[src/rtl/pll_phase_sweep_ctrl.sv]
// rtl/pll_phase_sweep_ctrl.sv - dynamic phase sweep and edge-centring controller for an rPLL PSDA bus
//
// Sweeps every PSDA phase step. At each step it waits a settle time, then
// waits for PLL lock, then integrates the phase-detector sample over a fixed
// window. The result is one hit-map bit per step. The controller locates the
// first circular 0->1 transition in the map and parks PSDA at that edge plus
// a centring offset.
//
// Ports:
//   clk        in   system clock (PLL reference domain)
//   rst_n      in   asynchronous active-low reset
//   start      in   one-cycle run request, honoured only when idle
//   abort      in   cancel a run in progress (no done pulse)
//   pd_sample  in   synchronised phase-detector output
//   pll_lock   in   synchronised rPLL LOCK
//   psda       out  phase select to rPLL PSDA
//   busy       out  run in progress
//   done       out  one-cycle end-of-run pulse
//   found      out  edge located in last run
//   err        out  lock timeout in last run
//   edge_idx   out  step index of located edge
//   hit_map    out  per-step integrated decision
//   acc_last   out  raw count of the most recent integration window
module pll_phase_sweep_ctrl #(
    parameter int PS_BITS    = 4,
    parameter int ACC_LOG2   = 4,
    parameter int SETTLE_CYC = 8,
    parameter int LOCK_TO    = 1024,
    parameter int CENTER_OFF = 4
) (
    input  logic                    clk,
    input  logic                    rst_n,
    input  logic                    start,
    input  logic                    abort,
    input  logic                    pd_sample,
    input  logic                    pll_lock,
    output logic [PS_BITS-1:0]      psda,
    output logic                    busy,
    output logic                    done,
    output logic                    found,
    output logic                    err,
    output logic [PS_BITS-1:0]      edge_idx,
    output logic [(1<<PS_BITS)-1:0] hit_map,
    output logic [ACC_LOG2:0]       acc_last
);

    localparam int N       = 1 << PS_BITS;
    localparam int ACC_N   = 1 << ACC_LOG2;
    localparam int MAX_A   = (SETTLE_CYC > ACC_N) ? SETTLE_CYC : ACC_N;
    localparam int CNT_MAX = (LOCK_TO > MAX_A) ? LOCK_TO : MAX_A;
    localparam int CNT_W   = (CNT_MAX > 1) ? $clog2(CNT_MAX) : 1;

    localparam logic [CNT_W-1:0]    SETTLE_LAST = CNT_W'(SETTLE_CYC - 1);
    localparam logic [CNT_W-1:0]    LOCK_LAST   = CNT_W'(LOCK_TO - 1);
    localparam logic [CNT_W-1:0]    ACC_LAST_C  = CNT_W'(ACC_N - 1);
    localparam logic [ACC_LOG2:0]   ACC_HALF    = (ACC_LOG2 + 1)'(ACC_N / 2);
    localparam logic [PS_BITS-1:0]  STEP_LAST   = PS_BITS'(N - 1);
    localparam logic [PS_BITS-1:0]  OFFSET      = PS_BITS'(CENTER_OFF);

    typedef enum logic [3:0] {
        ST_IDLE, ST_SET, ST_SETTLE, ST_LOCKW, ST_ACCUM,
        ST_EVAL, ST_SCAN, ST_FINAL, ST_DONE
    } state_t;

    state_t              state_q, state_d;
    logic [PS_BITS-1:0]  step_q, step_d;
    logic [PS_BITS-1:0]  scan_j_q, scan_j_d;
    logic [CNT_W-1:0]    cnt_q, cnt_d;
    logic [ACC_LOG2:0]   acc_q, acc_d;
    logic [PS_BITS-1:0]  psda_q, psda_d;
    logic                found_q, found_d;
    logic                err_q, err_d;
    logic [PS_BITS-1:0]  edge_idx_q, edge_idx_d;
    logic [N-1:0]        hit_map_q, hit_map_d;
    logic [ACC_LOG2:0]   acc_last_q, acc_last_d;
    logic [PS_BITS-1:0]  scan_prev;

    // Predecessor of the scan index wraps naturally, so j=0 compares bit N-1.
    assign scan_prev = scan_j_q - PS_BITS'(1);

    always_comb begin
        state_d    = state_q;
        step_d     = step_q;
        scan_j_d   = scan_j_q;
        cnt_d      = cnt_q;
        acc_d      = acc_q;
        psda_d     = psda_q;
        found_d    = found_q;
        err_d      = err_q;
        edge_idx_d = edge_idx_q;
        hit_map_d  = hit_map_q;
        acc_last_d = acc_last_q;

        if (abort && (state_q != ST_IDLE)) begin
            // psda, hit_map and the other results are left as they stand.
            state_d = ST_IDLE;
            found_d = 1'b0;
        end else begin
            case (state_q)
                ST_IDLE: begin
                    if (start) begin
                        hit_map_d  = '0;
                        err_d      = 1'b0;
                        found_d    = 1'b0;
                        edge_idx_d = '0;
                        step_d     = '0;
                        state_d    = ST_SET;
                    end
                end
                ST_SET: begin
                    psda_d  = step_q;
                    cnt_d   = '0;
                    state_d = ST_SETTLE;
                end
                ST_SETTLE: begin
                    if (cnt_q == SETTLE_LAST) begin
                        cnt_d   = '0;
                        state_d = ST_LOCKW;
                    end else begin
                        cnt_d = cnt_q + CNT_W'(1);
                    end
                end
                ST_LOCKW: begin
                    if (pll_lock) begin
                        cnt_d   = '0;
                        acc_d   = '0;
                        state_d = ST_ACCUM;
                    end else if (cnt_q == LOCK_LAST) begin
                        err_d   = 1'b1;
                        found_d = 1'b0;
                        psda_d  = '0;
                        state_d = ST_DONE;
                    end else begin
                        cnt_d = cnt_q + CNT_W'(1);
                    end
                end
                ST_ACCUM: begin
                    if (!pll_lock) begin
                        // Lost lock mid-window: this step's samples are untrustworthy.
                        cnt_d   = '0;
                        acc_d   = '0;
                        state_d = ST_SETTLE;
                    end else begin
                        acc_d = acc_q + {{ACC_LOG2{1'b0}}, pd_sample};
                        if (cnt_q == ACC_LAST_C) begin
                            state_d = ST_EVAL;
                        end else begin
                            cnt_d = cnt_q + CNT_W'(1);
                        end
                    end
                end
                ST_EVAL: begin
                    acc_last_d        = acc_q;
                    hit_map_d[step_q] = (acc_q >= ACC_HALF);
                    if (step_q == STEP_LAST) begin
                        scan_j_d = '0;
                        state_d  = ST_SCAN;
                    end else begin
                        step_d  = step_q + PS_BITS'(1);
                        state_d = ST_SET;
                    end
                end
                ST_SCAN: begin
                    if (!hit_map_q[scan_prev] && hit_map_q[scan_j_q]) begin
                        found_d    = 1'b1;
                        edge_idx_d = scan_j_q;
                        state_d    = ST_FINAL;
                    end else if (scan_j_q == STEP_LAST) begin
                        found_d    = 1'b0;
                        edge_idx_d = '0;
                        state_d    = ST_FINAL;
                    end else begin
                        scan_j_d = scan_j_q + PS_BITS'(1);
                    end
                end
                ST_FINAL: begin
                    // Power-of-two step count: truncating the sum is the modulo.
                    psda_d  = found_q ? (edge_idx_q + OFFSET) : '0;
                    state_d = ST_DONE;
                end
                ST_DONE: begin
                    state_d = ST_IDLE;
                end
                default: begin
                    state_d = ST_IDLE;
                end
            endcase
        end
    end

    always_ff @(posedge clk or negedge rst_n) begin
        if (!rst_n) begin
            state_q    <= ST_IDLE;
            step_q     <= '0;
            scan_j_q   <= '0;
            cnt_q      <= '0;
            acc_q      <= '0;
            psda_q     <= '0;
            found_q    <= 1'b0;
            err_q      <= 1'b0;
            edge_idx_q <= '0;
            hit_map_q  <= '0;
            acc_last_q <= '0;
        end else begin
            state_q    <= state_d;
            step_q     <= step_d;
            scan_j_q   <= scan_j_d;
            cnt_q      <= cnt_d;
            acc_q      <= acc_d;
            psda_q     <= psda_d;
            found_q    <= found_d;
            err_q      <= err_d;
            edge_idx_q <= edge_idx_d;
            hit_map_q  <= hit_map_d;
            acc_last_q <= acc_last_d;
        end
    end

    assign psda     = psda_q;
    assign busy     = (state_q != ST_IDLE) && (state_q != ST_DONE);
    assign done     = (state_q == ST_DONE);
    assign found    = found_q;
    assign err      = err_q;
    assign edge_idx = edge_idx_q;
    assign hit_map  = hit_map_q;
    assign acc_last = acc_last_q;

endmodule

[config.mk]
export PLATFORM = sky130hd
export DESIGN_NAME = pll_phase_sweep_ctrl
export DESIGN_NICKNAME = d
export VERILOG_FILES = /design/src/rtl/pll_phase_sweep_ctrl.sv
export SDC_FILE = /design/constraint.sdc
export NUM_CORES = 1
export LEC_CHECK = 0
export ABC_AREA = 1
export BUFFER_PORTS_ARGS = -buffer_cell sky130_fd_sc_hd__clkbuf_2
export CORE_MARGIN = 1.5
export CORE_UTILIZATION = 40
export CTS_CLUSTER_DIAMETER = 40
export DETAILED_ROUTE_END_ITERATION = 10
export PLACE_DENSITY = 0.63
export SYNTH_ARGS = -nofsm -noshare
export SYNTH_HDL_FRONTEND = slang
export SYNTH_SLANG_ARGS = --single-unit
[constraint.sdc]
create_clock -name clk -period 1.75 [get_ports clk]
set_input_delay 0.35 -clock clk [delete_from_list [all_inputs] [get_ports clk]]
set_output_delay 0.35 -clock clk [all_outputs]
set_load 0.1 [all_outputs]
== Yosys cells after proc, flatten, opt, wreduce, memory -nomap -nowiden ==
Index checks and enable logic that the tools add are counted.

* Output and inout bits: 33
* Input port bits: 6
* Word-level logic and storage cells: 134
* Register bits: 58

* Equality and inequality tests: 32
* Multiplexer cells: 53
* $add $sub $neg: 6
* Reduce and logical (&&, ||, !) cells: 26
* Bitwise gates (word level): 1
* $lt $le $gt $ge: 5

{| class="wikitable"
|+ Operators with widths
! kind !! count
|-
| 2-to-1 mux 4 bit || 19
|-
| 2-to-1 mux 10 bit || 5
|-
| one-hot mux 10 bit (4 select lines) || 1
|-
| one-hot mux 16 bit (2 select lines) || 1
|-
| one-hot mux 4 bit (8 select lines) || 1
|-
| one-hot mux 4 bit (2 select lines) || 3
|-
| inequality test 3 bit, second input constant || 7
|-
| AND reduction 5 bit || 4
|-
| bitwise mux 16 bit || 1
|-
| == test 4 x 3 -> 1 bit, second input constant || 4
|-
| 2-to-1 mux 16 bit || 1
|-
| inequality test 2 bit, second input constant || 8
|-
| inequality test 4 bit, second input constant || 4
|-
| AND reduction 4 bit || 4
|-
| < comparator 4 x 5 -> 1 bit, second input constant || 3
|-
| == test 4 bit, second input constant || 3
|-
| one-hot mux 4 bit (3 select lines) || 1
|-
| nonzero test 4 bit || 3
|-
| 2-to-1 mux 1 bit || 11
|-
| adder 10 x 1 -> 10 bit, second input constant || 1
|-
| == test 10 bit, second input constant || 1
|-
| == test 10 x 3 -> 1 bit, second input constant || 1
|-
| == test 10 x 4 -> 1 bit, second input constant || 1
|-
| 2-to-1 mux 5 bit || 2
|-
| other kinds (22) || 33
|}

== Longest topological paths before layout ==
* Word-level depth: 8
* Depth in mapped cells: 14

== Worst setup path after synthesis ==
Ideal clock, no wire load.

* Kind: flip-flop to output port
* Start point: register state_q[1]
* End point: output done
* Path buffers: 0
* Setup slack: -1.288 ns
* Cell stages (with the launch flop): 4
* Arrival: 2.688 ns
* Path through: dfrtp_1 > nor2_1 > nand2_1 > nor2_1

* Cells in the longest elaborated chain, start to end: 1

{| class="wikitable"
|+ RTL lines
! what !! line !! text
|-
| from (decl) || 65 || <nowiki>state_t state_q, state_d;</nowiki>
|-
| from (signal assigned) || 205 || <nowiki>state_q <= state_d;</nowiki>
|-
| == test 4 bit || 221 || <nowiki>assign done = (state_q == ST_DONE);</nowiki>
|-
| to (decl) || 39 || <nowiki>output logic done,</nowiki>
|}

No other way between the ends.

== Final worst setup path ==
* Start point: register scan_j_q[0]
* End point: register edge_idx_q[3], in the netlist edge_idx[3]

* Cells in the longest elaborated chain, start to end: 7
* Elaborated cells on any way between the ends: 12
* Those cells by class: add/sub: 1; eq/ne: 2; mux: 6; reduce/logical: 3

{| class="wikitable"
|+ RTL lines
! what !! line !! text
|-
| from (decl) || 67 || <nowiki>logic [PS_BITS-1:0] scan_j_q, scan_j_d;</nowiki>
|-
| from (signal assigned) || 207 || <nowiki>scan_j_q <= scan_j_d;</nowiki>
|-
| subtractor 4 x 1 -> 4 bit || 79 || <nowiki>assign scan_prev = scan_j_q - PS_BITS'(1);</nowiki>
|-
| binary-select mux 1 bit (select 4 bit) || 164 || <nowiki>if (!hit_map_q[scan_prev] && hit_map_q[scan_j_q]) begin</nowiki>
|-
| 2-to-1 mux 1 bit (implied by the code) || 164 ||
|-
| zero test 1 bit || 164 ||
|-
| logical AND 1 bit || 164 ||
|-
| inequality test 3 bit (no line) or 2-to-1 mux 4 bit (tied branches) || - ||
|-
| AND reduction 4 bit (no line) or one-hot mux 4 bit (2 select lines) (tied branches) || - ||
|-
| to (signal assigned) || 213 || <nowiki>edge_idx_q <= edge_idx_d;</nowiki>
|-
| to (decl) || 73 || <nowiki>logic [PS_BITS-1:0] edge_idx_q, edge_idx_d;</nowiki>
|}

Several ways; a longest one is shown, not always the timed one. The select of a mux whose other input is x is not followed.
A chain may end at the register's enable or synchronous reset.

==> results.md <==
- Final #Nets: 649
- Achievable Freq: approximately 0.57 GHz
- Synth Register Bits: 58
- Failing checks: setup timing
- Arrival @ worst endpoint: 2.00 ns
- CTS buffer count: 9
- Clk sink count: 58
- Worst Skew: roughly 0.011 ns
- Crit path required time: 1.99 ns
- Hold slack: 0.00964 ns
- Longest Clk Path Bufs: 2
- Startpoint types: flop
- FFs w/ async S/R, synth: 1.00
- Routed WL: 11500 um
- DRC Markers: 0
- Min Tclk post-route: 1.76 ns
- RSZ-0062 raised after global routing: true
- Crit Path Max Fanout: 5
- Top cell by count, worst path: nand2_4
- Top FF cell, synth: dfrtp_1
- Met1 GRT Util: 0.311
- GR Overflow Total: 0
- Sequential fraction of the synthesis area: 0.388
- RD Place Congestion: between 0.9 and 1
- Detailed-router iteration count before antenna repair: 5
- Syn Nets: 558
- Vias per cell: between 5 and 6
- Final worst slack: -0.0134 ns
- Number of synthesized flops with an enable pin: 0
- Core region area: 9150 um2
- Worst Setup Path Type: reg -> reg
- Synth Warn #: 0
- Hpwl dp: just over 8000 um
- First-pass GRT wire length: 18100 um
- Root buf cell: clkbuf_8
- Final non-filler cell total: 750
- Layout area overhead: 35.4%
- Initial DRC count: 228
- Finished Core Util: 0.554
- Clock-pin slew on the worst setup and hold paths: 0.07 ns
- Htree depth: 3
- Post-Place Cells: 728
- Number of global-route vias before repair: 3757
- CP peak stage delay: 0.41 ns
- # IOs: 39
- Die area: 9950 um2
- Syn_area_per_cell: around 6.9 um2
- Rows: 35
- Initial core utilization: 0.409
- Gr busiest metal: met2
- ANT cells: 0
- HP Class: in -> async
- P per Cell Area: 1400 nW/um2
- Crit-path slowest cell: dfrtp_1
- Pin count of the biggest net entering global routing: 59
- Worst relative slew slack: 0.635
- LEAKAGE: 2.41 nW
- Worst vdd ir: 0.000563 V
- Port Buffer Count: 38
- Met3 Use GR: 0.0443
- GR Layer Usage met2: 0.357
- Count of final setup violators: 5
- Final instance area: 5070 um2
- Via count: 4015
- Die W: 99.7 um
- Mapped Cells: roughly 540
- Final period utilization: 1.01
- Layout cells sized above 1: 0.327
- CTS tree: done
- Outcome: finished, violations left
- Fin. max-slew vios: 0
- WL per Instance: 15.3 um
- Final ANT Viol Nets: 0
- Worst setup EP type: flop
- Critical path cell sequence: inv_2 > ha_4 > inv_6 > nand3_2 > nand3_2 > nand3_2 > nand2_4 > nor2_4 > nand2_4 > nand2_4 > nand2_4 > nand2_2 > nand2_1
- Die Height: 99.7 um
- Clock Latency Late Sink: 0.34 ns
- Mapped Area: 3740 um2
- DP Area: 4440 um2
- Max-cap viol count: 0
- Final Hold Fails: 0
- Actual slew at the worst max-slew pin: between 0.5 and 0.6 ns
- Initial antenna violation count: 0
- GRT Overall Usage: 0.228
- Cts hold-fix bufs: 0
- Library cells used by synthesis: 39
registers in the layout, indices dropped and copies added, names as in the netlist:
| signal | flops |
|---|---|
| acc_q | 5 |
| found | 1 |
| psda | 4 |
| acc_last | 5 |
| cnt_q | 10 |
| edge_idx | 4 |
| err | 1 |
| scan_j_q | 4 |
| state_q | 4 |
| hit_map | 16 |
| step_q | 4 |
cell families (layout without fill, tap and decap cells):
kind of cell,after synthesis,after routing,synth area share
AND/OR/NAND/NOR,307,308,0.353
buffers and inverters,84,179,0.0919
AO/OA/AOI/OAI,75,75,0.113
flip-flops,58,58,0.388
adder cells (fa/ha/maj),9,9,0.0301
XOR/XNOR,6,6,0.0140
multiplexers,4,4,0.0107
stage by stage:
| step | total power, mW | worst slack [ns] | TNS (ns) |
|---|---|---|---|
| after global placement | 5.05 | -0.0356 | -0.0447 |
| after global routing | 7.54 | -0.124 | -2.69 |
| after CTS | 6.36 | -0.00439 | -0.00439 |
| after detailed placement | 5.10 | -0.0738 | -0.328 |
| after floorplan | 4.17 | -0.00312 | -0.00312 |
| final | 7.09 | -0.0134 | -0.0482 |
synthesized netlist by cell type (2+ instances only):
| cell | count | area (um2) |
|---|---|---|
| nand4_1 | 7 | 43.8 |
| o21ai_0 | 29 | 145 |
| nand2_1 | 155 | 582 |
| inv_2 | 4 | 15.0 |
| dfrtp_1 | 58 | 1450 |
| o211ai_1 | 5 | 37.5 |
| nand2_2 | 4 | 25.0 |
| o21ai_1 | 5 | 25.0 |
| buf_6 | 2 | 22.5 |
| ha_1 | 9 | 113 |
| nor3b_1 | 2 | 15.0 |
| or2_2 | 2 | 12.5 |
| nor3_1 | 9 | 45.0 |
| a21oi_1 | 24 | 120 |
| inv_1 | 67 | 251 |
| nor2_1 | 55 | 206 |
| mux2i_1 | 4 | 40.0 |
| xor2_1 | 4 | 35.0 |
| nand3_1 | 67 | 335 |
| xnor2_1 | 2 | 17.5 |
| buf_2 | 6 | 30.0 |
| o22ai_1 | 2 | 12.5 |
| o31ai_1 | 2 | 15.0 |
| clkbuf_1 | 2 | 7.51 |
| a31oi_1 | 3 | 18.8 |
cells in the final DEF, fill, tap and decap left out, types with 2 or more instances in the layout:
master    count
o22ai_1       2
inv_2         9
or2_2         2
nand3_2      12
nand2_8       2
xor2_1        2
nor3_1        5
ha_4          2
mux2i_1       4
o21ai_1       6
inv_1        60
nor3_2        4
clkbuf_8      9
o31ai_1       2
nand4_1       7
nand3_1      53
buf_12        2
a21oi_2       2
a31oi_1       3
o211ai_1      5
buf_4        44
nor2_2        7
clkinv_2      4
dfrtp_2      19
nor2_1       40
clkbuf_2     36
o21ai_4       2
buf_6         7
nor2_4       10
nand2_2      12
inv_6         2
nand3_4       3
nand2_1     138
dfrtp_1      39
o21ai_0      26
ha_1          7
nand2_4       9
a21oi_1      22
final cells by class:
| class | count | area, um2 |
|---|---|---|
| clock buffer | 10 | 128 |
| clock inverter | 6 | 57.6 |
| fill | 878 | 4080 |
| inverter | 73 | 289 |
| multi-input combinational | 402 | 2350 |
| sequential | 58 | 1480 |
| tap | 111 | 139 |
| timing repair buffer | 89 | 629 |
| timing repair inverter | 1 | 6.26 |
critical path: cells and delay by family (launching register included):
family,cells,cell delay [ns]
adders and majority gates,1,0.32
buffers and inverters,2,0.14
DFF,1,0.41
and+or+nand+nor,10,0.79
routing by layer:
layer  share of wire  wire (um)
met2            0.48       5460
met5               0          0
met3           0.052        594
met1            0.44       5070
met4           0.028        320
path summary, 6_finish.rpt:
path | startpoint | to | slack [ns] | depth (start not counted)
min | rst_n | hit_map[1]$_DFFE_PN0P_ | 0.01 | 2
min in group clk | pd_sample | acc_q[0]$_DFFE_PN0P_ | 0.40 | 4
max reg2reg | scan_j_q[0]$_DFFE_PN0P_ | edge_idx[3]$_DFFE_PN0P_ | -0.01 | 13
max in group asynchronous | rst_n | hit_map[15]$_DFFE_PN0P_ | 1.45 | 2
min reg2reg | cnt_q[8]$_DFFE_PN0P_ | cnt_q[8]$_DFFE_PN0P_ | 0.48 | 2
max | scan_j_q[0]$_DFFE_PN0P_ | edge_idx[3]$_DFFE_PN0P_ | -0.01 | 13
power breakdown:
part	switching (mW)	internal, mW
sequential	0.174	1.54
combinational	2.82	1.35
clock	0.557	0.647
total	3.55	3.54
repair_timing:
item / 4_1_cts / 5_1_grt
pin swaps: 3 / 19
hold endpoints to repair: 0 / 0
resized for setup: 8 / 99
setup buffers: 1 / 3
gates cloned: 0 / 2
endpoints found under the setup margin: 22 / 55
Note: power is estimated with default switching activity, not from simulation.
